==> src/rtl/sram_axi_arbiter_if.sv <==
// AXI3 master bus between the SRAM-to-AXI arbiter and the AXI slave.
// master: arbiter side (drives AR/AW/W, rready, bready); slave: memory side.
interface sram_axi_arbiter_if;
   logic [3:0]  arid;
   logic [31:0] araddr;
   logic [3:0]  arlen;
   logic [2:0]  arsize;
   logic [1:0]  arburst;
   logic [1:0]  arlock;
   logic [3:0]  arcache;
   logic [2:0]  arprot;
   logic        arvalid;
   logic        arready;
   logic [3:0]  rid;
   logic [31:0] rdata;
   logic        rvalid;
   logic        rready;
   logic [3:0]  awid;
   logic [31:0] awaddr;
   logic [3:0]  awlen;
   logic [2:0]  awsize;
   logic [1:0]  awburst;
   logic [1:0]  awlock;
   logic [3:0]  awcache;
   logic [2:0]  awprot;
   logic        awvalid;
   logic        awready;
   logic [3:0]  wid;
   logic [31:0] wdata;
   logic [3:0]  wstrb;
   logic        wlast;
   logic        wvalid;
   logic        wready;
   logic        bvalid;
   logic        bready;

   modport master (
      output arid, araddr, arlen, arsize, arburst, arlock, arcache, arprot,
      output arvalid, rready,
      output awid, awaddr, awlen, awsize, awburst, awlock, awcache, awprot,
      output awvalid, wid, wdata, wstrb, wlast, wvalid, bready,
      input  arready, rid, rdata, rvalid, awready, wready, bvalid
   );

   modport slave (
      input  arid, araddr, arlen, arsize, arburst, arlock, arcache, arprot,
      input  arvalid, rready,
      input  awid, awaddr, awlen, awsize, awburst, awlock, awcache, awprot,
      input  awvalid, wid, wdata, wstrb, wlast, wvalid, bready,
      output arready, rid, rdata, rvalid, awready, wready, bvalid
   );
endinterface

==> src/rtl/sram_axi_arbiter.sv <==
// Shares one AXI3 master port between the inst and data SRAM-like ports.
// Ports: clk/reset, inst_* and data_* SRAM handshakes, axi (AXI3 master).
module sram_axi_arbiter #(
   parameter logic [3:0] INST_ID = 4'd0,
   parameter logic [3:0] DATA_ID = 4'd1
) (
   input  logic        clk,
   input  logic        reset,
   input  logic        inst_req,
   input  logic        inst_wr,
   input  logic [1:0]  inst_size,
   input  logic [31:0] inst_addr,
   output logic        inst_addr_ok,
   output logic [31:0] inst_addr_ok_addr,
   output logic        inst_data_ok,
   output logic [31:0] inst_rdata,
   input  logic        data_req,
   input  logic        data_wr,
   input  logic [1:0]  data_size,
   input  logic [3:0]  data_wstrb,
   input  logic [31:0] data_addr,
   input  logic [31:0] data_wdata,
   output logic        data_addr_ok,
   output logic        data_data_ok,
   output logic [31:0] data_rdata,
   sram_axi_arbiter_if.master axi
);

   typedef enum logic [1:0] {RD_IDLE, RD_AR, RD_R} rd_state_e;
   typedef enum logic [1:0] {WR_IDLE, WR_REQ, WR_B} wr_state_e;

   rd_state_e   rd_state_q, rd_state_d;
   logic        rd_is_data_q, rd_is_data_d;
   logic [3:0]  rd_id_q, rd_id_d;
   logic [31:0] araddr_q, araddr_d;
   logic [2:0]  arsize_q, arsize_d;
   logic        arvalid_q, arvalid_d;
   logic        rready_q, rready_d;

   wr_state_e   wr_state_q, wr_state_d;
   logic [31:0] awaddr_q, awaddr_d;
   logic [2:0]  awsize_q, awsize_d;
   logic [3:0]  wstrb_q, wstrb_d;
   logic [31:0] wdata_q, wdata_d;
   logic        awvalid_q, awvalid_d;
   logic        wvalid_q, wvalid_d;
   logic        bready_q, bready_d;

   logic pick_data, pick_inst;
   logic ar_fire, r_hit;
   logic rd_serving_data, wr_accept;
   logic aw_done, w_done, wr_req_done, b_fire;

   // Data reads wait for the write side to drain (read-after-write safety).
   assign pick_data = data_req & ~data_wr & (wr_state_q == WR_IDLE);
   assign pick_inst = inst_req & ~inst_wr;
   assign ar_fire   = (rd_state_q == RD_AR) & axi.arready;
   assign r_hit     = (rd_state_q == RD_R) & axi.rvalid & (axi.rid == rd_id_q);

   // A write may not start while a data read is in flight, so data-port
   // responses come back in request order.
   assign rd_serving_data = (rd_state_q != RD_IDLE) & rd_is_data_q;
   assign wr_accept = (wr_state_q == WR_IDLE) & data_req & data_wr
                    & ~rd_serving_data;

   assign aw_done     = ~awvalid_q | axi.awready;
   assign w_done      = ~wvalid_q | axi.wready;
   assign wr_req_done = (wr_state_q == WR_REQ) & aw_done & w_done;
   assign b_fire      = (wr_state_q == WR_B) & axi.bvalid;

   always_comb begin
      rd_state_d   = rd_state_q;
      rd_is_data_d = rd_is_data_q;
      rd_id_d      = rd_id_q;
      araddr_d     = araddr_q;
      arsize_d     = arsize_q;
      arvalid_d    = arvalid_q;
      rready_d     = rready_q;
      unique case (rd_state_q)
         RD_IDLE: begin
            if (pick_data) begin
               rd_is_data_d = 1'b1;
               rd_id_d      = DATA_ID;
               araddr_d     = data_addr;
               arsize_d     = {1'b0, data_size};
               arvalid_d    = 1'b1;
               rd_state_d   = RD_AR;
            end else if (pick_inst) begin
               rd_is_data_d = 1'b0;
               rd_id_d      = INST_ID;
               araddr_d     = inst_addr;
               arsize_d     = {1'b0, inst_size};
               arvalid_d    = 1'b1;
               rd_state_d   = RD_AR;
            end
         end
         RD_AR: begin
            if (axi.arready) begin
               arvalid_d  = 1'b0;
               rready_d   = 1'b1;
               rd_state_d = RD_R;
            end
         end
         RD_R: begin
            if (r_hit) begin
               rready_d   = 1'b0;
               rd_state_d = RD_IDLE;
            end
         end
         default: begin
            arvalid_d  = 1'b0;
            rready_d   = 1'b0;
            rd_state_d = RD_IDLE;
         end
      endcase
   end

   always_comb begin
      wr_state_d = wr_state_q;
      awaddr_d   = awaddr_q;
      awsize_d   = awsize_q;
      wstrb_d    = wstrb_q;
      wdata_d    = wdata_q;
      awvalid_d  = awvalid_q;
      wvalid_d   = wvalid_q;
      bready_d   = bready_q;
      unique case (wr_state_q)
         WR_IDLE: begin
            if (wr_accept) begin
               awaddr_d   = data_addr;
               awsize_d   = {1'b0, data_size};
               wstrb_d    = data_wstrb;
               wdata_d    = data_wdata;
               awvalid_d  = 1'b1;
               wvalid_d   = 1'b1;
               wr_state_d = WR_REQ;
            end
         end
         WR_REQ: begin
            // AW and W complete independently, in any order.
            awvalid_d = awvalid_q & ~axi.awready;
            wvalid_d  = wvalid_q & ~axi.wready;
            if (aw_done && w_done) begin
               bready_d   = 1'b1;
               wr_state_d = WR_B;
            end
         end
         WR_B: begin
            if (axi.bvalid) begin
               bready_d   = 1'b0;
               wr_state_d = WR_IDLE;
            end
         end
         default: begin
            awvalid_d  = 1'b0;
            wvalid_d   = 1'b0;
            bready_d   = 1'b0;
            wr_state_d = WR_IDLE;
         end
      endcase
   end

   always_ff @(posedge clk) begin
      if (reset) begin
         rd_state_q   <= RD_IDLE;
         rd_is_data_q <= 1'b0;
         rd_id_q      <= 4'd0;
         araddr_q     <= 32'd0;
         arsize_q     <= 3'd0;
         arvalid_q    <= 1'b0;
         rready_q     <= 1'b0;
         wr_state_q   <= WR_IDLE;
         awaddr_q     <= 32'd0;
         awsize_q     <= 3'd0;
         wstrb_q      <= 4'd0;
         wdata_q      <= 32'd0;
         awvalid_q    <= 1'b0;
         wvalid_q     <= 1'b0;
         bready_q     <= 1'b0;
      end else begin
         rd_state_q   <= rd_state_d;
         rd_is_data_q <= rd_is_data_d;
         rd_id_q      <= rd_id_d;
         araddr_q     <= araddr_d;
         arsize_q     <= arsize_d;
         arvalid_q    <= arvalid_d;
         rready_q     <= rready_d;
         wr_state_q   <= wr_state_d;
         awaddr_q     <= awaddr_d;
         awsize_q     <= awsize_d;
         wstrb_q      <= wstrb_d;
         wdata_q      <= wdata_d;
         awvalid_q    <= awvalid_d;
         wvalid_q     <= wvalid_d;
         bready_q     <= bready_d;
      end
   end

   // Pulses are masked during reset so abandoned transfers never complete.
   assign inst_addr_ok      = ~reset & ar_fire & ~rd_is_data_q;
   assign inst_addr_ok_addr = araddr_q;
   assign inst_data_ok      = ~reset & r_hit & ~rd_is_data_q;
   assign inst_rdata        = axi.rdata;
   assign data_addr_ok      = ~reset & ((ar_fire & rd_is_data_q) | wr_req_done);
   assign data_data_ok      = ~reset & ((r_hit & rd_is_data_q) | b_fire);
   assign data_rdata        = axi.rdata;

   assign axi.arid    = rd_id_q;
   assign axi.araddr  = araddr_q;
   assign axi.arlen   = 4'd0;
   assign axi.arsize  = arsize_q;
   assign axi.arburst = 2'b01;
   assign axi.arlock  = 2'd0;
   assign axi.arcache = 4'd0;
   assign axi.arprot  = 3'd0;
   assign axi.arvalid = arvalid_q;
   assign axi.rready  = rready_q;
   assign axi.awid    = DATA_ID;
   assign axi.awaddr  = awaddr_q;
   assign axi.awlen   = 4'd0;
   assign axi.awsize  = awsize_q;
   assign axi.awburst = 2'b01;
   assign axi.awlock  = 2'd0;
   assign axi.awcache = 4'd0;
   assign axi.awprot  = 3'd0;
   assign axi.awvalid = awvalid_q;
   assign axi.wid     = DATA_ID;
   assign axi.wdata   = wdata_q;
   assign axi.wstrb   = wstrb_q;
   assign axi.wlast   = 1'b1;
   assign axi.wvalid  = wvalid_q;
   assign axi.bready  = bready_q;

endmodule

==> src/flat_wrapper.sv <==
// flat-port wrapper written by rule: the top's interface ports become plain ports
module sram_axi_arbiter_flat 
#(
   parameter logic [3:0] INST_ID = 4'd0,
   parameter logic [3:0] DATA_ID = 4'd1
)
  (clk, reset, inst_req, inst_wr, inst_size, inst_addr, inst_addr_ok, inst_addr_ok_addr, inst_data_ok, inst_rdata, data_req, data_wr, data_size, data_wstrb, data_addr, data_wdata, data_addr_ok, data_data_ok, data_rdata, axi_arid, axi_araddr, axi_arlen, axi_arsize, axi_arburst, axi_arlock, axi_arcache, axi_arprot, axi_arvalid, axi_rready, axi_awid, axi_awaddr, axi_awlen, axi_awsize, axi_awburst, axi_awlock, axi_awcache, axi_awprot, axi_awvalid, axi_wid, axi_wdata, axi_wstrb, axi_wlast, axi_wvalid, axi_bready, axi_arready, axi_rid, axi_rdata, axi_rvalid, axi_awready, axi_wready, axi_bvalid);
  sram_axi_arbiter_if axi_i ();
  input  logic clk;
  input  logic reset;
  input  logic inst_req;
  input  logic inst_wr;
  input  logic [1:0] inst_size;
  input  logic [31:0] inst_addr;
  output logic inst_addr_ok;
  output logic [31:0] inst_addr_ok_addr;
  output logic inst_data_ok;
  output logic [31:0] inst_rdata;
  input  logic data_req;
  input  logic data_wr;
  input  logic [1:0] data_size;
  input  logic [3:0] data_wstrb;
  input  logic [31:0] data_addr;
  input  logic [31:0] data_wdata;
  output logic data_addr_ok;
  output logic data_data_ok;
  output logic [31:0] data_rdata;
  output wire logic [$bits(axi_i.arid)-1:0] axi_arid;
  output wire logic [$bits(axi_i.araddr)-1:0] axi_araddr;
  output wire logic [$bits(axi_i.arlen)-1:0] axi_arlen;
  output wire logic [$bits(axi_i.arsize)-1:0] axi_arsize;
  output wire logic [$bits(axi_i.arburst)-1:0] axi_arburst;
  output wire logic [$bits(axi_i.arlock)-1:0] axi_arlock;
  output wire logic [$bits(axi_i.arcache)-1:0] axi_arcache;
  output wire logic [$bits(axi_i.arprot)-1:0] axi_arprot;
  output wire logic [$bits(axi_i.arvalid)-1:0] axi_arvalid;
  output wire logic [$bits(axi_i.rready)-1:0] axi_rready;
  output wire logic [$bits(axi_i.awid)-1:0] axi_awid;
  output wire logic [$bits(axi_i.awaddr)-1:0] axi_awaddr;
  output wire logic [$bits(axi_i.awlen)-1:0] axi_awlen;
  output wire logic [$bits(axi_i.awsize)-1:0] axi_awsize;
  output wire logic [$bits(axi_i.awburst)-1:0] axi_awburst;
  output wire logic [$bits(axi_i.awlock)-1:0] axi_awlock;
  output wire logic [$bits(axi_i.awcache)-1:0] axi_awcache;
  output wire logic [$bits(axi_i.awprot)-1:0] axi_awprot;
  output wire logic [$bits(axi_i.awvalid)-1:0] axi_awvalid;
  output wire logic [$bits(axi_i.wid)-1:0] axi_wid;
  output wire logic [$bits(axi_i.wdata)-1:0] axi_wdata;
  output wire logic [$bits(axi_i.wstrb)-1:0] axi_wstrb;
  output wire logic [$bits(axi_i.wlast)-1:0] axi_wlast;
  output wire logic [$bits(axi_i.wvalid)-1:0] axi_wvalid;
  output wire logic [$bits(axi_i.bready)-1:0] axi_bready;
  input wire logic [$bits(axi_i.arready)-1:0] axi_arready;
  input wire logic [$bits(axi_i.rid)-1:0] axi_rid;
  input wire logic [$bits(axi_i.rdata)-1:0] axi_rdata;
  input wire logic [$bits(axi_i.rvalid)-1:0] axi_rvalid;
  input wire logic [$bits(axi_i.awready)-1:0] axi_awready;
  input wire logic [$bits(axi_i.wready)-1:0] axi_wready;
  input wire logic [$bits(axi_i.bvalid)-1:0] axi_bvalid;
  assign axi_arid = axi_i.arid;
  assign axi_araddr = axi_i.araddr;
  assign axi_arlen = axi_i.arlen;
  assign axi_arsize = axi_i.arsize;
  assign axi_arburst = axi_i.arburst;
  assign axi_arlock = axi_i.arlock;
  assign axi_arcache = axi_i.arcache;
  assign axi_arprot = axi_i.arprot;
  assign axi_arvalid = axi_i.arvalid;
  assign axi_rready = axi_i.rready;
  assign axi_awid = axi_i.awid;
  assign axi_awaddr = axi_i.awaddr;
  assign axi_awlen = axi_i.awlen;
  assign axi_awsize = axi_i.awsize;
  assign axi_awburst = axi_i.awburst;
  assign axi_awlock = axi_i.awlock;
  assign axi_awcache = axi_i.awcache;
  assign axi_awprot = axi_i.awprot;
  assign axi_awvalid = axi_i.awvalid;
  assign axi_wid = axi_i.wid;
  assign axi_wdata = axi_i.wdata;
  assign axi_wstrb = axi_i.wstrb;
  assign axi_wlast = axi_i.wlast;
  assign axi_wvalid = axi_i.wvalid;
  assign axi_bready = axi_i.bready;
  assign axi_i.arready = axi_arready;
  assign axi_i.rid = axi_rid;
  assign axi_i.rdata = axi_rdata;
  assign axi_i.rvalid = axi_rvalid;
  assign axi_i.awready = axi_awready;
  assign axi_i.wready = axi_wready;
  assign axi_i.bvalid = axi_bvalid;
  sram_axi_arbiter #(.INST_ID(INST_ID), .DATA_ID(DATA_ID)) u_core (.clk(clk), .reset(reset), .inst_req(inst_req), .inst_wr(inst_wr), .inst_size(inst_size), .inst_addr(inst_addr), .inst_addr_ok(inst_addr_ok), .inst_addr_ok_addr(inst_addr_ok_addr), .inst_data_ok(inst_data_ok), .inst_rdata(inst_rdata), .data_req(data_req), .data_wr(data_wr), .data_size(data_size), .data_wstrb(data_wstrb), .data_addr(data_addr), .data_wdata(data_wdata), .data_addr_ok(data_addr_ok), .data_data_ok(data_data_ok), .data_rdata(data_rdata), .axi(axi_i));
endmodule
==> config.mk <==
export PLATFORM = sky130hd
export DESIGN_NAME = sram_axi_arbiter_flat
export DESIGN_NICKNAME = d
export VERILOG_FILES = /design/src/rtl/sram_axi_arbiter_if.sv /design/src/rtl/sram_axi_arbiter.sv /design/src/flat_wrapper.sv
export SDC_FILE = /design/constraint.sdc
export NUM_CORES = 1
export LEC_CHECK = 0
export BUFFER_PORTS_ARGS = -buffer_cell sky130_fd_sc_hd__buf_2
export CORE_AREA = 2 2 157 159
export CTS_BUF_LIST = sky130_fd_sc_hd__clkbuf_8 sky130_fd_sc_hd__clkbuf_16
export CTS_CLUSTER_DIAMETER = 40
export DETAILED_ROUTE_END_ITERATION = 7
export DIE_AREA = 0 0 159 161
export PLACE_DENSITY = 0.61
export SETUP_SLACK_MARGIN = 0.02
export SYNTH_ARGS = -nofsm -noshare
export SYNTH_HDL_FRONTEND = slang
export SYNTH_SLANG_ARGS = --single-unit
==> constraint.sdc <==
create_clock -name clk -period 2.65 [get_ports clk]
set_clock_uncertainty 0.15 [all_clocks]
set_input_delay 0.1325 -clock clk [delete_from_list [all_inputs] [get_ports clk]]
set_output_delay 0.1325 -clock clk [all_outputs]
set_load 0.05 [all_outputs]
==> results.yml, run 1 <==
run_status:
  outcome: "complete, no violations"
timing:
  worst_slack_ns: 0.174
  rsz0062_at_grt: "no"
  slew_violations: 0
  post-route-min-period_ns: 2.48
  hold_viol: 0
  setup_viol: 0
  setup_tns_ns: 0
  relSlewSlack: 0.606
  max_slew.worst_pin.slew_ns: 0.590
  max_freq_ghz: 0.404
  final.period_utilization: 0.934
synthesis:
  synth_top_flop_cell: "dfxtp_1"
  syn_inst: 725
  synth.avg_cell_area_um2: 8.83
  yosysSeqAreaShare: 0.357
  syn_area_mm2: 0.00640
  ys_ff_latch: 114
  synth-edff-count: 0
  synth_cell_type_count: 46
  async_flop_share: 0
  ys_warn_count: 0
cts:
  clock_latency_ns: 0.41
  cts_tree: "built"
  cts_buffers: 17
  root_buffer: "clkbuf_16"
  clkTransAtPathRegs_ns: 0.05
  clk_path_buf_depth: 2
  htreeDepth: 4
  cts_sinks: 114
floorplanning:
  die_h_um: 161
  core_mm2: 0.0240
  dieWidth_um: 159
  num_rows: 57
  dieArea_mm2: 0.0256
  start_util: 0.267
  ios: 405
global_route:
  grt_pass1_wl_mm: 33.3
  grt_pass1_vias: 6032
  grt_max_degree: 59
  antenna_found_initial: 0
  track_usage: 0.166
  overflow: 0
final_layout:
  layout_commonest_cell: "buf_2"
  area_delta_synth_final_pct: 39.3
  final_nets: 1143
  drive_gt1_frac: 0.349
  n_antenna_cell: 0
  mostFrequentLayoutCells: "buf_2 (263), dlygate4sd3_1 (130), dfxtp_1 (111)"
placement:
  io_buffers: 264
  dp_hpwl_mm: 13.5
  gp_congestion: 0.781
  dpl_worst_slack_ns: 0.544
detailed_routing:
  drt_iter0_markers: 380
  drt-wirelength-per-cell_um: 17.1
  routed_wl_mm: 22.7
  drtPass1Iterations: 5
  antenna_left: 0
  vias: 6275
  post-route-drc-count: 0
  vias_per_cell: 4.73
critical_path:
  crit_type: "reg -> reg"
  rrSetupSlack_ns: 0.17
  cp_max_fo: 35
  cp-end-kind: "flop"
  cp_slowest_cell: "and4bb_4"
  crit_family: "buffers and inverters"
  max_stage_delay_ns: 0.62
  cp.buffers_inverters: 2
  rr_worst_depth: 5
  crit_path_cell_trace: "and4bb_4 > buf_12 > nand3_1 > a21oi_1 > dlygate4sd3_1"
  cp.depth: 5
  arrival_ns: 2.67
  required_ns: 2.85
  start_kind: "flop"
power_and_ir_drop:
  power.density_mw_per_mm2: 710
  p_leak_nw: 3.93
  peakVddDrop_v: 0.000349
  finalPower_w: 0.00633
worst_hold_path:
  hold_path_class: "in -> reg"
  hold_depth: 4
job:
  drv_cap: 0
cell usage after synthesis, types with 2 or more instances:
master	count	area share
a21oi_1	90	0.070
nand4b_1	2	0.0027
o21ai_0	74	0.058
o311ai_0	34	0.047
nand2_1	6	0.0035
buf_4	145	0.17
buf_12	3	0.0094
nand3_1	71	0.056
buf_2	12	0.0094
and3_1	2	0.0020
nand2b_1	2	0.0020
buf_8	3	0.0070
mux2i_1	34	0.053
nor3_1	2	0.0016
nand3b_1	2	0.0023
buf_1	4	0.0023
clkbuf_1	29	0.017
a21oi_2	22	0.030
conb_1	2	0.0012
o22ai_1	2	0.0020
buf_6	13	0.023
dfxtp_1	114	0.36
o21bai_1	34	0.040
worst reg2reg max path: stages, from the launching register on:
cell	delay, ns
dfxtp_1	0.44
and4bb_4	0.62
buf_12	0.29
nand3_1	0.19
a21oi_1	0.16
dlygate4sd3_1	0.57
power breakdown:
group | internal, W | leakage (nW) | switching, W
clock network | 0.00158 | 0.306 | 0.000813
logic | 0.000570 | 2.69 | 0.00137
registers | 0.00186 | 0.935 | 0.000138
sequential cells by signal, summed over array words and instances, names as in the netlist, 2 cells and up:
signal             flops
u_core.axi.awsize      2
u_core.rd_state_q      2
u_core.axi.awaddr     32
u_core.axi.wstrb       4
u_core.axi.araddr     32
u_core.wr_state_q      2
u_core.axi.arsize      2
u_core.axi.wdata      32
final cells by class:
class / instances / area [um2]
multi-input cells: 442 / 2770
inverters: 1 / 3.75
well taps: 324 / 405
clock inverters: 7 / 108
clock buffers: 22 / 494
fillers: 2425 / 15000
flip-flops and latches: 114 / 2290
repair buffers: 416 / 2840
cells by family after synthesis:
| family | share of synthesized area |
|---|---|
| AOI/OAI and AO/OA | 0.257 |
| xor gates and xnor gates | 0.00137 |
| buffers and inverters | 0.242 |
| DFF | 0.357 |
| muxes | 0.0532 |
| other | 0.00117 |
| and+or+nand+nor | 0.0882 |
layer usage:
metal | vias up | track usage | routed length [um] | part of all wire
met1 | 2972 | 0.197 | 9520 | 0.42
met2 | 308 | 0.286 | 11200 | 0.49
met4 | 0 | 0.0645 | 529 | 0.023
li1 | 2954 | - | - | -
met5 | - | 0 | 0 | 0
met3 | 41 | 0.0426 | 1470 | 0.065
final timing paths:
kind | start | end
worst max-delay path | u_core.wr_state_q[1] | u_core.axi.wdata[21]
worst min-delay path | axi_rid[1] | u_core.axi.rready
worst max register to register | u_core.wr_state_q[1] | u_core.axi.wdata[21]
worst min register to register | u_core.axi.arvalid | u_core.axi.arvalid
repair_timing:
| action | 4_1_cts | 5_1_grt |
|---|---|---|
| hold buffers | 130 | 0 |
| gates resized for setup | 0 | 3 |
| setup endpoints to repair | 0 | 20 |
| endpoints found under the hold margin | 113 | 0 |
| buffers inserted | 0 | 4 |
metrics by stage:
step                instances   util  instance area [um2]  hold WS [ns]
floorplan                 767      -                 6560        0.0623
global placement         1162  0.290                 6960         0.115
detailed placement       1162  0.290                 6960         0.115
CTS                      1321  0.370                 8860        0.0452
global route             1326  0.372                 8920        0.0788
finish                   1326  0.372                 8920        0.0658
(Power assumes the default switching activity.)
==> run 2: changes to the inputs <==
Settings changed: CORE_AREA 2 2 157 159 to 2 2 156 158, DIE_AREA 0 0 159 161 to 0 0 158 160, SLEW_MARGIN from default to 10.
==> results.yml, run 2 (synthesis results as in run 1) <==
run_status:
  outcome: "complete, no violations"
timing:
  max_freq_ghz: 0.396
  max_slew.worst_pin.slew_ns: 0.621
  relSlewSlack: 0.580
  setup_viol: 0
  setup_tns_ns: 0
  slew_violations: 0
  worst_slack_ns: 0.126
  hold_viol: 0
  rsz0062_at_grt: "no"
  post-route-min-period_ns: 2.52
  final.period_utilization: 0.953
detailed_routing:
  post-route-drc-count: 0
  antenna_left: 0
  drt-wirelength-per-cell_um: 16.5
  routed_wl_mm: 21.7
  vias_per_cell: 4.69
  drt_iter0_markers: 469
  vias: 6167
  drtPass1Iterations: 5
  wl_met1_mm: 9.03
  route.met2.wl_mm: 10.9
  wl_met3_mm: 1.28
  top_layer_used: "met4"
final_layout:
  drive_gt1_frac: 0.350
  mostFrequentLayoutCells: "buf_2 (263), dlygate4sd3_1 (123), dfxtp_1 (112)"
  area_delta_synth_final_pct: 37.4
  final_nets: 1130
  n_antenna_cell: 0
  stdcell_area_mm2: 0.00879
  layout_commonest_cell: "buf_2"
floorplanning:
  dieArea_mm2: 0.0253
  num_rows: 57
  core_mm2: 0.0238
  start_util: 0.269
  ios: 405
  dieWidth_um: 158
  die_h_um: 160
worst_hold_path:
  hold_depth: 4
  hold_path_class: "in -> reg"
power_and_ir_drop:
  peakVddDrop_v: 0.000362
  seq_power_share: 0.319
  switchingPower_w: 0.00237
  power.clock.fraction: 0.375
  internal_power_w: 0.00389
  swShare: 0.379
  power.density_mw_per_mm2: 711
  comb_power_share: 0.306
  p_leak_nw: 3.85
global_route:
  track_usage: 0.164
  antenna_found_initial: 0
  overflow: 0
  grt_max_degree: 73
  grt_pass1_wl_mm: 32.3
  grt_pass1_vias: 6289
placement:
  gp_congestion: 0.727
  postPlaceCellArea_mm2: 0.00693
  dp_hpwl_mm: 13.3
  dpl_worst_slack_ns: 0.515
  io_buffers: 264
cts:
  root_buffer: "clkbuf_16"
  clkTransAtPathRegs_ns: 0.06
  cts_sinks: 114
  cts_tree: "built"
  clock_latency_ns: 0.41
  cts_buffers: 17
  htreeDepth: 4
  clk_path_buf_depth: 2
critical_path:
  start_kind: "flop"
  crit_type: "reg -> reg"
  max_stage_delay_ns: 0.59
  crit_path_cell_trace: "nor4b_4 > clkbuf_16 > buf_4 > nor3_1 > a2111oi_2 > dlygate4sd3_1"
  cp_slowest_cell: "dlygate4sd3_1"
  cp_max_fo: 24
  arrival_ns: 2.72
  rr_worst_depth: 6
  cp-end-kind: "flop"
  required_ns: 2.85
job:
  drv_cap: 0
## run 2: cell count changes in the layout (fill, tap and decap cells not counted), moves of 2 or more
cell and delta:
clkinv_2 +3, clkinvlp_4 +3, clkbuf_8 -5, buf_4 -6, dlygate4sd3_1 -7, clkinv_4 +2
## run 2: layout make-up
type	count	area, um2
multi-input combinational	441	2760
fill	2420	15000
inverter	1	3.75
clock inverter	15	168
tap	324	405
clock buffer	17	425
timing repair buffer	404	2750
sequential	114	2280
## run 2: worst max-delay path, delay by kind of cell, from the launching register on
kind            cells  cell delay, ns
buf+inv             3            1.13
simple gates        2            0.43
flops               1            0.42
compound gates      1            0.28
## run 2: power groups by stage
stage	registers, W	logic, W	clock network (W)
after global placement	0.00202	0.00174	0
final	0.00200	0.00191	0.00234
after detailed placement	0.00203	0.00176	0
after CTS	0.00199	0.00190	0.00243
after floorplan	0.00246	0.00133	0
after global routing	0.00202	0.00202	0.00251
## run 2: per-stage QoR
step                      total power, W  utilization  hold slack (ns)  std cells
final                            0.00625        0.369           0.0534       1316
after global routing             0.00655        0.369           0.0549       1316
after CTS                        0.00633        0.368           0.0396       1314
after detailed placement         0.00379        0.291            0.115       1159
after global placement           0.00377        0.291            0.115       1159
after floorplan                  0.00378            -           0.0623        767
## run 2: path summary, 6_finish.rpt
kind / from / to / slack, ns
setup / recovery: u_core.wr_state_q[0] / u_core.rd_state_q[0] / 0.13
hold / removal: axi_rid[1] / u_core.rd_state_q[1] / 0.05
setup reg to reg: u_core.wr_state_q[0] / u_core.rd_state_q[0] / 0.13
hold reg to reg: u_core.axi.arvalid / u_core.axi.arvalid / 0.31
## run 2: repair_timing
| item | in CTS | in global routing |
|---|---|---|
| buffers inserted | 0 | 1 |
| hold endpoints to repair | 113 | 0 |
| hold buffers | 123 | 0 |
| setup endpoints to repair | 0 | 14 |
| gates resized for setup | 0 | 3 |
## run 2: metal layers
metal  vias to the layer above  global-route usage
met2                       246               0.296
li1                       2929                   -
met1                      2957               0.181
met3                        35              0.0445
met5                         -                   0
met4                         0              0.0651
